[src/rtl/bus_debug_master_if.sv]
`default_nettype none
// ============================================================================
// Module      : bus_debug_master_if
// Description : Bundle of the debug-master byte stream and CPU bus signals.
//               master modport : the bus_debug_master block
//               slave  modport : the surrounding UART / V20 / bus mux side
//   iRxData/iRxValid          command byte stream in
//   oTxData/oTxValid/iTxReady response byte stream out (valid/ready)
//   oHold/iHoldAck            HOLD/HLDA bus arbitration with the V20
//   oAddr/oWrData/iRdData     bus address and data
//   oMemRd/oMemWr/oIoRd/oIoWr one-cycle bus strobes
//   oOwn/oBusy                bus ownership and command-in-progress flags
// Revision    : 1.0 - initial release
// ============================================================================
interface bus_debug_master_if;
  logic [7:0]  iRxData;
  logic        iRxValid;
  logic [7:0]  oTxData;
  logic        oTxValid;
  logic        iTxReady;
  logic        oHold;
  logic        iHoldAck;
  logic [19:0] oAddr;
  logic [7:0]  oWrData;
  logic [7:0]  iRdData;
  logic        oMemRd;
  logic        oMemWr;
  logic        oIoRd;
  logic        oIoWr;
  logic        oOwn;
  logic        oBusy;

  modport master (
    input  iRxData, iRxValid, iTxReady, iHoldAck, iRdData,
    output oTxData, oTxValid, oHold, oAddr, oWrData,
           oMemRd, oMemWr, oIoRd, oIoWr, oOwn, oBusy
  );

  modport slave (
    output iRxData, iRxValid, iTxReady, iHoldAck, iRdData,
    input  oTxData, oTxValid, oHold, oAddr, oWrData,
           oMemRd, oMemWr, oIoRd, oIoWr, oOwn, oBusy
  );
endinterface
`default_nettype wire

[src/rtl/bus_debug_master.sv]
`default_nettype none
// ============================================================================
// Module      : bus_debug_master
// Description : Byte-stream driven bus initiator. Parses debug commands
//               ('R','W','I','O'), requests the CPU bus via HOLD/HLDA, runs
//               one V20-style memory or I/O cycle and returns a reply byte.
// Ports       : iClk  - bus clock
//               iRst  - synchronous active-high reset
//               bus   - bus_debug_master_if.master (byte stream, HOLD/HLDA,
//                       address/data, strobes, oOwn, oBusy)
// Parameters  : RD_LAT  - cycles from read strobe to read-data sample
//               TIMEOUT - idle cycles between argument bytes before discard
// Options     : CFG_DBG_AUTOINC_EN - persistent auto-incrementing memory
//               address register and the 'N' (read next) command
// Revision    : 1.0 - initial release
// ============================================================================
module bus_debug_master #(
  parameter int unsigned RD_LAT  = 2,
  parameter int unsigned TIMEOUT = 2500000
) (
  input wire                 iClk,
  input wire                 iRst,
  bus_debug_master_if.master bus
);

  localparam int unsigned TW = (TIMEOUT > 1) ? $clog2(TIMEOUT) : 1;
  localparam int unsigned WW = (RD_LAT > 1) ? $clog2(RD_LAT) : 1;
  localparam logic [TW-1:0] C_TIMER_LAST = TW'(TIMEOUT - 1);
  localparam logic [WW-1:0] C_WAIT_LAST  = WW'(RD_LAT - 1);

  localparam logic [7:0] C_OP_MRD  = 8'h52;  // 'R'
  localparam logic [7:0] C_OP_MWR  = 8'h57;  // 'W'
  localparam logic [7:0] C_OP_IRD  = 8'h49;  // 'I'
  localparam logic [7:0] C_OP_IWR  = 8'h4F;  // 'O'
  localparam logic [7:0] C_OP_NEXT = 8'h4E;  // 'N'
  localparam logic [7:0] C_RSP_OK  = 8'h4B;  // 'K'
  localparam logic [7:0] C_RSP_UNK = 8'h3F;  // '?'
  localparam logic [7:0] C_RSP_ERR = 8'h21;  // '!'

  localparam logic [2:0] S_IDLE    = 3'd0;
  localparam logic [2:0] S_ARGS    = 3'd1;
  localparam logic [2:0] S_REQ     = 3'd2;
  localparam logic [2:0] S_SETUP   = 3'd3;
  localparam logic [2:0] S_STROBE  = 3'd4;
  localparam logic [2:0] S_WAIT    = 3'd5;
  localparam logic [2:0] S_RELEASE = 3'd6;
  localparam logic [2:0] S_REPLY   = 3'd7;

  logic [2:0]    state_q,  state_d;
  logic          is_io_q,  is_io_d;
  logic          is_wr_q,  is_wr_d;
  logic [2:0]    args_q,   args_d;
  logic [TW-1:0] timer_q,  timer_d;
  logic [WW-1:0] wait_q,   wait_d;
  logic [19:0]   addr_q,   addr_d;
  logic [7:0]    wdata_q,  wdata_d;
  logic [7:0]    txdata_q, txdata_d;
`ifdef CFG_DBG_AUTOINC_EN
  logic [19:0]   mem_addr_q, mem_addr_d;
`endif

  // --------------------------------------------------------------------------
  // State / datapath registers
  // --------------------------------------------------------------------------
  always_ff @(posedge iClk) begin
    if (iRst) begin
      state_q  <= S_IDLE;
      is_io_q  <= 1'b0;
      is_wr_q  <= 1'b0;
      args_q   <= '0;
      timer_q  <= '0;
      wait_q   <= '0;
      addr_q   <= '0;
      wdata_q  <= '0;
      txdata_q <= '0;
    end else begin
      state_q  <= state_d;
      is_io_q  <= is_io_d;
      is_wr_q  <= is_wr_d;
      args_q   <= args_d;
      timer_q  <= timer_d;
      wait_q   <= wait_d;
      addr_q   <= addr_d;
      wdata_q  <= wdata_d;
      txdata_q <= txdata_d;
    end
  end

`ifdef CFG_DBG_AUTOINC_EN
  always_ff @(posedge iClk) begin
    if (iRst) begin
      mem_addr_q <= '0;
    end else begin
      mem_addr_q <= mem_addr_d;
    end
  end
`endif

  // --------------------------------------------------------------------------
  // Next-state and datapath update
  // --------------------------------------------------------------------------
  always_comb begin
    state_d  = state_q;
    is_io_d  = is_io_q;
    is_wr_d  = is_wr_q;
    args_d   = args_q;
    timer_d  = timer_q;
    wait_d   = wait_q;
    addr_d   = addr_q;
    wdata_d  = wdata_q;
    txdata_d = txdata_q;
`ifdef CFG_DBG_AUTOINC_EN
    mem_addr_d = mem_addr_q;
`endif

    case (state_q)
      S_IDLE: begin
        if (bus.iRxValid) begin
          // Argument bytes shift in from the bottom, so the address register
          // starts clear; 'I'/'O' then leave the upper bits at zero.
          timer_d = '0;
          addr_d  = '0;
          case (bus.iRxData)
            C_OP_MRD: begin is_io_d = 1'b0; is_wr_d = 1'b0; args_d = 3'd3; state_d = S_ARGS; end
            C_OP_MWR: begin is_io_d = 1'b0; is_wr_d = 1'b1; args_d = 3'd4; state_d = S_ARGS; end
            C_OP_IRD: begin is_io_d = 1'b1; is_wr_d = 1'b0; args_d = 3'd2; state_d = S_ARGS; end
            C_OP_IWR: begin is_io_d = 1'b1; is_wr_d = 1'b1; args_d = 3'd3; state_d = S_ARGS; end
`ifdef CFG_DBG_AUTOINC_EN
            C_OP_NEXT: begin
              is_io_d = 1'b0;
              is_wr_d = 1'b0;
              addr_d  = mem_addr_q;
              state_d = S_REQ;
            end
`endif
            default: begin
              txdata_d = C_RSP_UNK;
              state_d  = S_REPLY;
            end
          endcase
        end
      end

      S_ARGS: begin
        if (bus.iRxValid) begin
          timer_d = '0;
          // The final byte of a write command is the data byte.
          if (is_wr_q && (args_q == 3'd1)) begin
            wdata_d = bus.iRxData;
          end else begin
            // Three address bytes overflow the top of the 20-bit register,
            // which discards the upper nibble of a2.
            addr_d = {addr_q[11:0], bus.iRxData};
          end
          args_d = args_q - 3'd1;
          if (args_q == 3'd1) begin
            state_d = S_REQ;
          end
        end else if (timer_q == C_TIMER_LAST) begin
          state_d = S_IDLE;
        end else begin
          timer_d = timer_q + 1'b1;
        end
      end

      S_REQ: begin
        if (bus.iHoldAck) begin
          state_d = S_SETUP;
        end
      end

      S_SETUP: begin
        if (!bus.iHoldAck) begin
          txdata_d = C_RSP_ERR;
          state_d  = S_REPLY;
        end else begin
          state_d = S_STROBE;
        end
      end

      S_STROBE: begin
        if (!bus.iHoldAck) begin
          txdata_d = C_RSP_ERR;
          state_d  = S_REPLY;
        end else begin
`ifdef CFG_DBG_AUTOINC_EN
          if (!is_io_q) begin
            mem_addr_d = addr_q + 20'd1;
          end
`endif
          if (is_wr_q) begin
            txdata_d = C_RSP_OK;
            state_d  = S_RELEASE;
          end else begin
            wait_d  = '0;
            state_d = S_WAIT;
          end
        end
      end

      S_WAIT: begin
        if (!bus.iHoldAck) begin
          txdata_d = C_RSP_ERR;
          state_d  = S_REPLY;
        end else if (wait_q == C_WAIT_LAST) begin
          txdata_d = bus.iRdData;
          state_d  = S_RELEASE;
        end else begin
          wait_d = wait_q + 1'b1;
        end
      end

      S_RELEASE: begin
        state_d = S_REPLY;
      end

      S_REPLY: begin
        if (bus.iTxReady) begin
          state_d = S_IDLE;
        end
      end

      default: begin
        state_d = S_IDLE;
      end
    endcase
  end

  // --------------------------------------------------------------------------
  // Outputs
  // --------------------------------------------------------------------------
  logic w_own;
  logic w_strobe;

  always_comb begin
    w_own    = (state_q == S_SETUP) || (state_q == S_STROBE) || (state_q == S_WAIT);
    // Strobe is qualified with HLDA so a grant lost in the strobe cycle never
    // reaches the bus.
    w_strobe = (state_q == S_STROBE) && bus.iHoldAck;

    bus.oHold    = w_own || (state_q == S_REQ);
    bus.oOwn     = w_own;
    bus.oMemRd   = w_strobe && !is_io_q && !is_wr_q;
    bus.oMemWr   = w_strobe && !is_io_q &&  is_wr_q;
    bus.oIoRd    = w_strobe &&  is_io_q && !is_wr_q;
    bus.oIoWr    = w_strobe &&  is_io_q &&  is_wr_q;
    bus.oTxValid = (state_q == S_REPLY);
    bus.oTxData  = txdata_q;
    bus.oAddr    = addr_q;
    bus.oWrData  = wdata_q;
    bus.oBusy    = (state_q != S_IDLE);
  end

endmodule
`default_nettype wire

[src/flat_wrapper.sv]
// flat-port wrapper written by rule: the top's interface ports become plain ports
module bus_debug_master_flat 
#(
  parameter int unsigned RD_LAT  = 2,
  parameter int unsigned TIMEOUT = 2500000
)
  (iClk, iRst, bus_iRxData, bus_iRxValid, bus_iTxReady, bus_iHoldAck, bus_iRdData, bus_oTxData, bus_oTxValid, bus_oHold, bus_oAddr, bus_oWrData, bus_oMemRd, bus_oMemWr, bus_oIoRd, bus_oIoWr, bus_oOwn, bus_oBusy);
  bus_debug_master_if bus_i ();
  input wire iClk;
  input wire iRst;
  input wire logic [$bits(bus_i.iRxData)-1:0] bus_iRxData;
  input wire logic [$bits(bus_i.iRxValid)-1:0] bus_iRxValid;
  input wire logic [$bits(bus_i.iTxReady)-1:0] bus_iTxReady;
  input wire logic [$bits(bus_i.iHoldAck)-1:0] bus_iHoldAck;
  input wire logic [$bits(bus_i.iRdData)-1:0] bus_iRdData;
  output wire logic [$bits(bus_i.oTxData)-1:0] bus_oTxData;
  output wire logic [$bits(bus_i.oTxValid)-1:0] bus_oTxValid;
  output wire logic [$bits(bus_i.oHold)-1:0] bus_oHold;
  output wire logic [$bits(bus_i.oAddr)-1:0] bus_oAddr;
  output wire logic [$bits(bus_i.oWrData)-1:0] bus_oWrData;
  output wire logic [$bits(bus_i.oMemRd)-1:0] bus_oMemRd;
  output wire logic [$bits(bus_i.oMemWr)-1:0] bus_oMemWr;
  output wire logic [$bits(bus_i.oIoRd)-1:0] bus_oIoRd;
  output wire logic [$bits(bus_i.oIoWr)-1:0] bus_oIoWr;
  output wire logic [$bits(bus_i.oOwn)-1:0] bus_oOwn;
  output wire logic [$bits(bus_i.oBusy)-1:0] bus_oBusy;
  assign bus_i.iRxData = bus_iRxData;
  assign bus_i.iRxValid = bus_iRxValid;
  assign bus_i.iTxReady = bus_iTxReady;
  assign bus_i.iHoldAck = bus_iHoldAck;
  assign bus_i.iRdData = bus_iRdData;
  assign bus_oTxData = bus_i.oTxData;
  assign bus_oTxValid = bus_i.oTxValid;
  assign bus_oHold = bus_i.oHold;
  assign bus_oAddr = bus_i.oAddr;
  assign bus_oWrData = bus_i.oWrData;
  assign bus_oMemRd = bus_i.oMemRd;
  assign bus_oMemWr = bus_i.oMemWr;
  assign bus_oIoRd = bus_i.oIoRd;
  assign bus_oIoWr = bus_i.oIoWr;
  assign bus_oOwn = bus_i.oOwn;
  assign bus_oBusy = bus_i.oBusy;
  bus_debug_master #(.RD_LAT(RD_LAT), .TIMEOUT(TIMEOUT)) u_core (.iClk(iClk), .iRst(iRst), .bus(bus_i));
endmodule
[config.mk]
export PLATFORM = sky130hd
export DESIGN_NAME = bus_debug_master_flat
export DESIGN_NICKNAME = d
export VERILOG_FILES = /design/src/rtl/bus_debug_master_if.sv /design/src/rtl/bus_debug_master.sv /design/src/flat_wrapper.sv
export SDC_FILE = /design/constraint.sdc
export NUM_CORES = 1
export LEC_CHECK = 0
export CAP_MARGIN = 40
export CORE_MARGIN = 1.5
export CORE_UTILIZATION = 45
export CTS_CLUSTER_SIZE = 10
export DETAILED_ROUTE_END_ITERATION = 8
export GPL_TIMING_DRIVEN = 0
export HOLD_SLACK_MARGIN = 0.12
export PLACE_DENSITY_LB_ADDON = 0.3
export RECOVER_POWER = 100
export SLEW_MARGIN = 20
export SYNTH_ARGS = -nofsm -noshare
export SYNTH_HDL_FRONTEND = slang
export SYNTH_SLANG_ARGS = --single-unit
[constraint.sdc]
create_clock -name iClk -period 1.95 [get_ports iClk]
set_input_delay 0.39 -clock iClk [delete_from_list [all_inputs] [get_ports iClk]]
set_output_delay 0.39 -clock iClk [all_outputs]
set_load 0.005 [all_outputs]
Word-level counts from Yosys, hierarchy flattened
Index checks and enable logic that the tools add are counted.
{ "classes": {"n_addsub": 3, "n_mul": 0, "div_mod_pow": 0, "order_cmp": 0, "n_eq_ne": 29, "shifts": 0, "n_mux": 40, "n_bitwise": 0, "reduce_logical": 35} }
{ "op_table": {"columns": ["operator", "count"], "rows": [
  ["$mux W22", 3],
  ["$mux W20", 3],
  ["$mux W8", 7],
  ["$pmux W22 S2", 1],
  ["$pmux W20 S2", 1],
  ["$mux W3", 12],
  ["$eq A8 B7 Y1 const B", 4],
  ["$pmux W8 S4", 1],
  ["$pmux W3 S8", 1],
  ["$add A22 B1 Y22 const B", 1],
  ["$eq A22 B22 Y1 const B", 1],
  ["$ne A2 B2 Y1 const B", 10],
  ["$eq A3 B3 Y1 const B", 4],
  ["$ne A3 B2 Y1 const B", 4],
  ["$reduce_and A3 Y1", 4],
  ["$reduce_and A4 Y1", 3],
  ["$reduce_and A6 Y1", 2],
  ["$reduce_or A2 Y1", 5],
  ["$pmux W3 S3", 1],
  ["$logic_and A1 B1 Y1", 8],
  ["$reduce_bool A2 Y1", 4],
  ["$eq A3 B1 Y1 const B", 2],
  ["$eq A3 B2 Y1 const B", 2],
  ["$pmux W1 S2", 3],
  ["other kinds (13)", 20]
]} }
{ "totals": {"reg_bits": 67, "latch_bits": 0, "ram_bits": 0, "rom_bits": 0, "output_inout_bits": 44, "n_memories": 0} }

Logic depth before layout (Yosys ltp)
{ "depth": {"depth_word": 5, "depth_mapped": 8, "mapped_depth_nobuf": 6} }

Least setup slack after synthesis
Ideal clock, no wire load.
{ "synth_timing": {"path_type": "register to register", "start": "reg u_core.timer_q[0]", "end": "reg u_core.state_q[0]", "setup_time_ps": 116, "arrival_time_ps": 1831, "t_required_ps": 1834, "setup_slack_ps": 3, "stages_incl_launch_ff": 7, "synth_period_minus_slack_ps": 1947, "cell_sequence": "dfxtp_1 ha_1 nand4_2 or3_4 o31ai_4 o2111ai_1 o211a_1"} }
{ "synth_via": {"elab_chain_cells": 3} }
{ "synth_rtl": {"columns": ["item", "line", "text"], "rows": [
  ["start, declared", "bus_debug_master.sv:53", "logic [TW-1:0] timer_q, timer_d;"],
  ["start signal, assigned", "bus_debug_master.sv:81", "timer_q <= timer_d;"],
  ["$eq A22 B22 Y1", "bus_debug_master.sv:159", "end else if (timer_q == C_TIMER_LAST) begin"],
  ["$ne A3 B2 Y1 (no source line)", null, null],
  ["$reduce_and A6 Y1 (no source line)", null, null],
  ["end signal, assigned", "bus_debug_master.sv:77", "state_q <= state_d;"],
  ["end, declared", "bus_debug_master.sv:49", "logic [2:0] state_q, state_d;"]
]} }
No other way between the ends.
A chain may end at the register's enable or synchronous reset.

Final worst setup path
{ "layout_timing": {"start": "reg u_core.timer_q[1]", "end": "reg u_core.timer_q[16]"} }
{ "layout_via": {"elab_chain_cells": 4, "word_cells_on_any_way": 7} }
{ "layout_rtl": {"columns": ["item", "line", "text"], "rows": [
  ["$add A22 B1 Y22", "bus_debug_master.sv:162", "timer_d = timer_q + 1'b1;"],
  ["$mux W22", "bus_debug_master.sv:159", null],
  ["$mux W22", "bus_debug_master.sv:145", "if (bus.iRxValid) begin"],
  ["$pmux W22 S2", "bus_debug_master.sv:116", "case (state_q)"]
]} }
Parallel ways exist; a longest one is shown, timed or not. The select of a mux whose other input is x is not followed.

==> run metrics <==
outcome complete, but fails checks; violations in the final reports negative setup slack; Total Routed Length 10690 um; clock-pin slew on the worst setup and hold paths 80 ps; post-synth top area cell dfxtp_1; grt total ovfl 0; R2R Setup Slk -10 ps; Psw 0.001843 W; Placer Congestion 0.9543; CP max FO 8; Ports 65; Hold WC Path Type in2reg; Slew @ Worst Pin 714.3 ps; DRT Pass-1 Iters 5; Critical Path Sink Type flop; internal power 0.002967 W; Final WS setup -14.35 ps; post-synthesis simple-gate area fraction 29.47%; Final min period 1964 ps; H-tree depth 3; post-route ant nets 0; CTS Buf Count 9; # DRC 0; diodes inserted 0; XOR/XNOR Fraction of Synth Area 0.7420%; Comb pwr share 45.0%; largest net degree at the start of global routing 14; Largest stage delay, worst path 410 ps; largest family of logic cells by synthesized area simple AND/OR/NAND/NOR gates; RSZ-0062 raised after global routing yes; Mapped Avg Cell Area 8.140 um2; mux cell area share after synthesis 2.827%; via count 3861; Via density 6.023; Final Core Density 65.07%; arrival time at the worst endpoint 2230 ps; Yosys cell types 73; vias in the first global route 3586; clock latency on the worst-skew pair 350 ps; sequential area share after synthesis 37.88%; CP Launch Type flop; die height 91.71 um; CTS tree built; TritonCTS Sinks 67; Slew HR 52.38%; count leader, synth dfxtp_1; Syn. warnings 0; Post-synth EDFFs 0; synth-to-layout area growth 41.27%; CP max stage cell or3_4; GRT Resource Usage Total 25.75%; Filler cells 643; Synth top area share 37.88%; die area 8410 um2; Reg power frac 32.8%; maxcap violations 0; Yosys reg bits 67; input/output buffers 61; post-synth net total 459; Bufs on Longest Clock Path 2; core area 7687 um2; final hold vios 0; drt initial violations 271; ratio of cells with drive above 1 in the final layout 21.71%; Clock Skew 11.77 ps; FP Rows 32; wire length of the first global-routing pass 17340 um; CP cell instances ha_4, nand4_4, or3_4, o31ai_4, buf_6, buf_8, nand3_2, a31oi_1; Pwr per Cell Area 961.7 nW/um2; Detail Placement HPWL 6880 um; top cells by area, synth dfxtp_1 (38%), a21oi_1 (7.3%), nand3_1 (5.8%); CTS root buf clkbuf_8; setup TNS -16.61 ps; Post-synth ARST share 0%; fin. max-slew vios 0; Adder-Cell Fraction of Synth Area 1.060%; CP required 2220 ps; crit path kind reg2reg; Post-synth top flop dfxtp_1; commonest cells in the netlist dfxtp_1 (67), a21oi_1 (52), nand2_1 (50); Die X 91.71 um; Post-Syn Area 3541 um2; Achievable Freq 0.5091 GHz; clock power share 22.1%; average wire per standard cell 16.68 um; initial antenna violation count 0; Max VDD drop 0.4318 mV; # nets final 558; Synth Instances 435; # setup viols final 2; crit share post-route 100.7%; switching share of power 38.32%; Initial Util 46.06%; Leak 1.896 nW; CTS hold repair buffers 0; compound-gate portion of the synthesized area 22.86%
==> final timing paths <==
check / startpoint / end / cells after the start
setup reg to reg: u_core.timer_q[1]$_SDFFE_PP0P_ / u_core.timer_q[16]$_SDFFE_PP0P_ / 8
hold reg to reg: u_core.bus.oAddr[13]$_SDFFE_PP0P_ / u_core.bus.oAddr[13]$_SDFFE_PP0P_ / 2
hold / removal: bus_iRxData[1] / u_core.bus.oAddr[1]$_SDFFE_PP0P_ / 3
setup / recovery: u_core.timer_q[1]$_SDFFE_PP0P_ / u_core.timer_q[16]$_SDFFE_PP0P_ / 8
==> cell families (layout without fill, tap and decap cells) <==
kind of cell	count (synthesis)	after routing
and+or+nand+nor	188	188
AOI/OAI and AO/OA	122	122
DFF	67	67
buffers and inverters	42	146
muxes	10	10
adders and majority gates	3	3
xor gates and xnor gates	3	3
==> timing repair <==
item | CTS | global route
setup buffers | 15 | 13
endpoints found under the hold margin | 0 | 0
pin swaps | 12 | 24
gates resized for setup | 74 | 37
gates cloned | 0 | 1
endpoints found under the setup margin | 64 | 38
==> metal layers <==
| metal | GRT usage, % | part of all wire, % | wire, um |
|---|---|---|---|
| met1 | 33.20 | 42 | 4525 |
| met2 | 40.92 | 48 | 5096 |
| met3 | 4.229 | 7.3 | 777 |
| met4 | 14.36 | 2.7 | 290 |
| met5 | 0 | 0 | 0 |
==> critical path: cells and delay by family, from the launching register on <==
kind	cells	cell delay, ps
adder cells (fa/ha/maj)	1	150
AO/OA/AOI/OAI	2	420
buffers and inverters	2	340
AND/OR/NAND/NOR	3	620
flip-flops	1	370
==> cell type report <==
class	count	area (um2)	share of cell area [%]
Timing Repair Buffer	91	835.8	16.71
Clock inverter	7	52.55	1.051
Sequential cell	67	1360	27.19
Clock buffer	9	123.9	2.476
Inverter	11	41.29	0.8254
Multi-Input combinational cell	326	2253	45.05
Buffer	28	207.7	4.152
Tap cell	102	127.6	2.551
==> per-stage QoR <==
| step | instances | area, um2 | total power (W) | worst slack [ps] | hold WS (ps) |
|---|---|---|---|---|---|
| floorplan | 435 | 3541 | 0.002625 | 2.625 | 435.5 |
| global placement | 598 | 4279 | 0.003178 | -777.6 | 440.5 |
| detailed placement | 598 | 4279 | 0.003207 | -800.2 | 444.8 |
| CTS | 627 | 4761 | 0.004639 | -13.85 | 372.8 |
| global route | 641 | 5002 | 0.005071 | -79.44 | 403.5 |
| finish | 641 | 5002 | 0.004811 | -14.35 | 393.5 |
==> cell usage in the layout (no fill, tap or decap), types with 4 or more instances in the layout <==
cell	count
dfxtp_1	60
nand2_1	49
a21oi_1	48
nand3_1	37
dlygate4sd3_1	36
buf_4	26
nor2_1	20
o21ai_0	13
clkbuf_8	11
clkbuf_1	11
inv_1	10
mux2i_1	10
buf_2	9
or3_1	9
clkdlybuf4s50_1	9
and3_1	6
a211oi_1	6
a311oi_1	6
dlygate4sd2_1	6
buf_6	5
nand4b_1	5
nor3_1	5
a31oi_1	5
nand3b_1	4
or4_1	4
clkbuf_2	4
dlymetal6s2s_1	4
dfxtp_4	4
==> flip-flops by register name, summed over array words and instances (netlist names) <==
signal              cells
u_core.args_q           3
u_core.is_wr_q          1
u_core.state_q          3
u_core.is_io_q          1
u_core.bus.oAddr       20
u_core.timer_q         22
u_core.bus.oWrData      8
u_core.bus.oTxData      8
u_core.wait_q           1
==> power groups by stage <==
| stage | clock network [W] | registers, W | logic, W |
|---|---|---|---|
| after floorplan | 0 | 0.00157 | 0.00105 |
| after detailed placement | 0 | 0.00158 | 0.00163 |
| after global routing | 0.00114 | 0.00160 | 0.00233 |
| after global placement | 0 | 0.00157 | 0.00161 |
| after CTS | 0.00109 | 0.00158 | 0.00197 |
| final | 0.00106 | 0.00158 | 0.00217 |
Note: power is estimated with default switching activity, not from simulation.
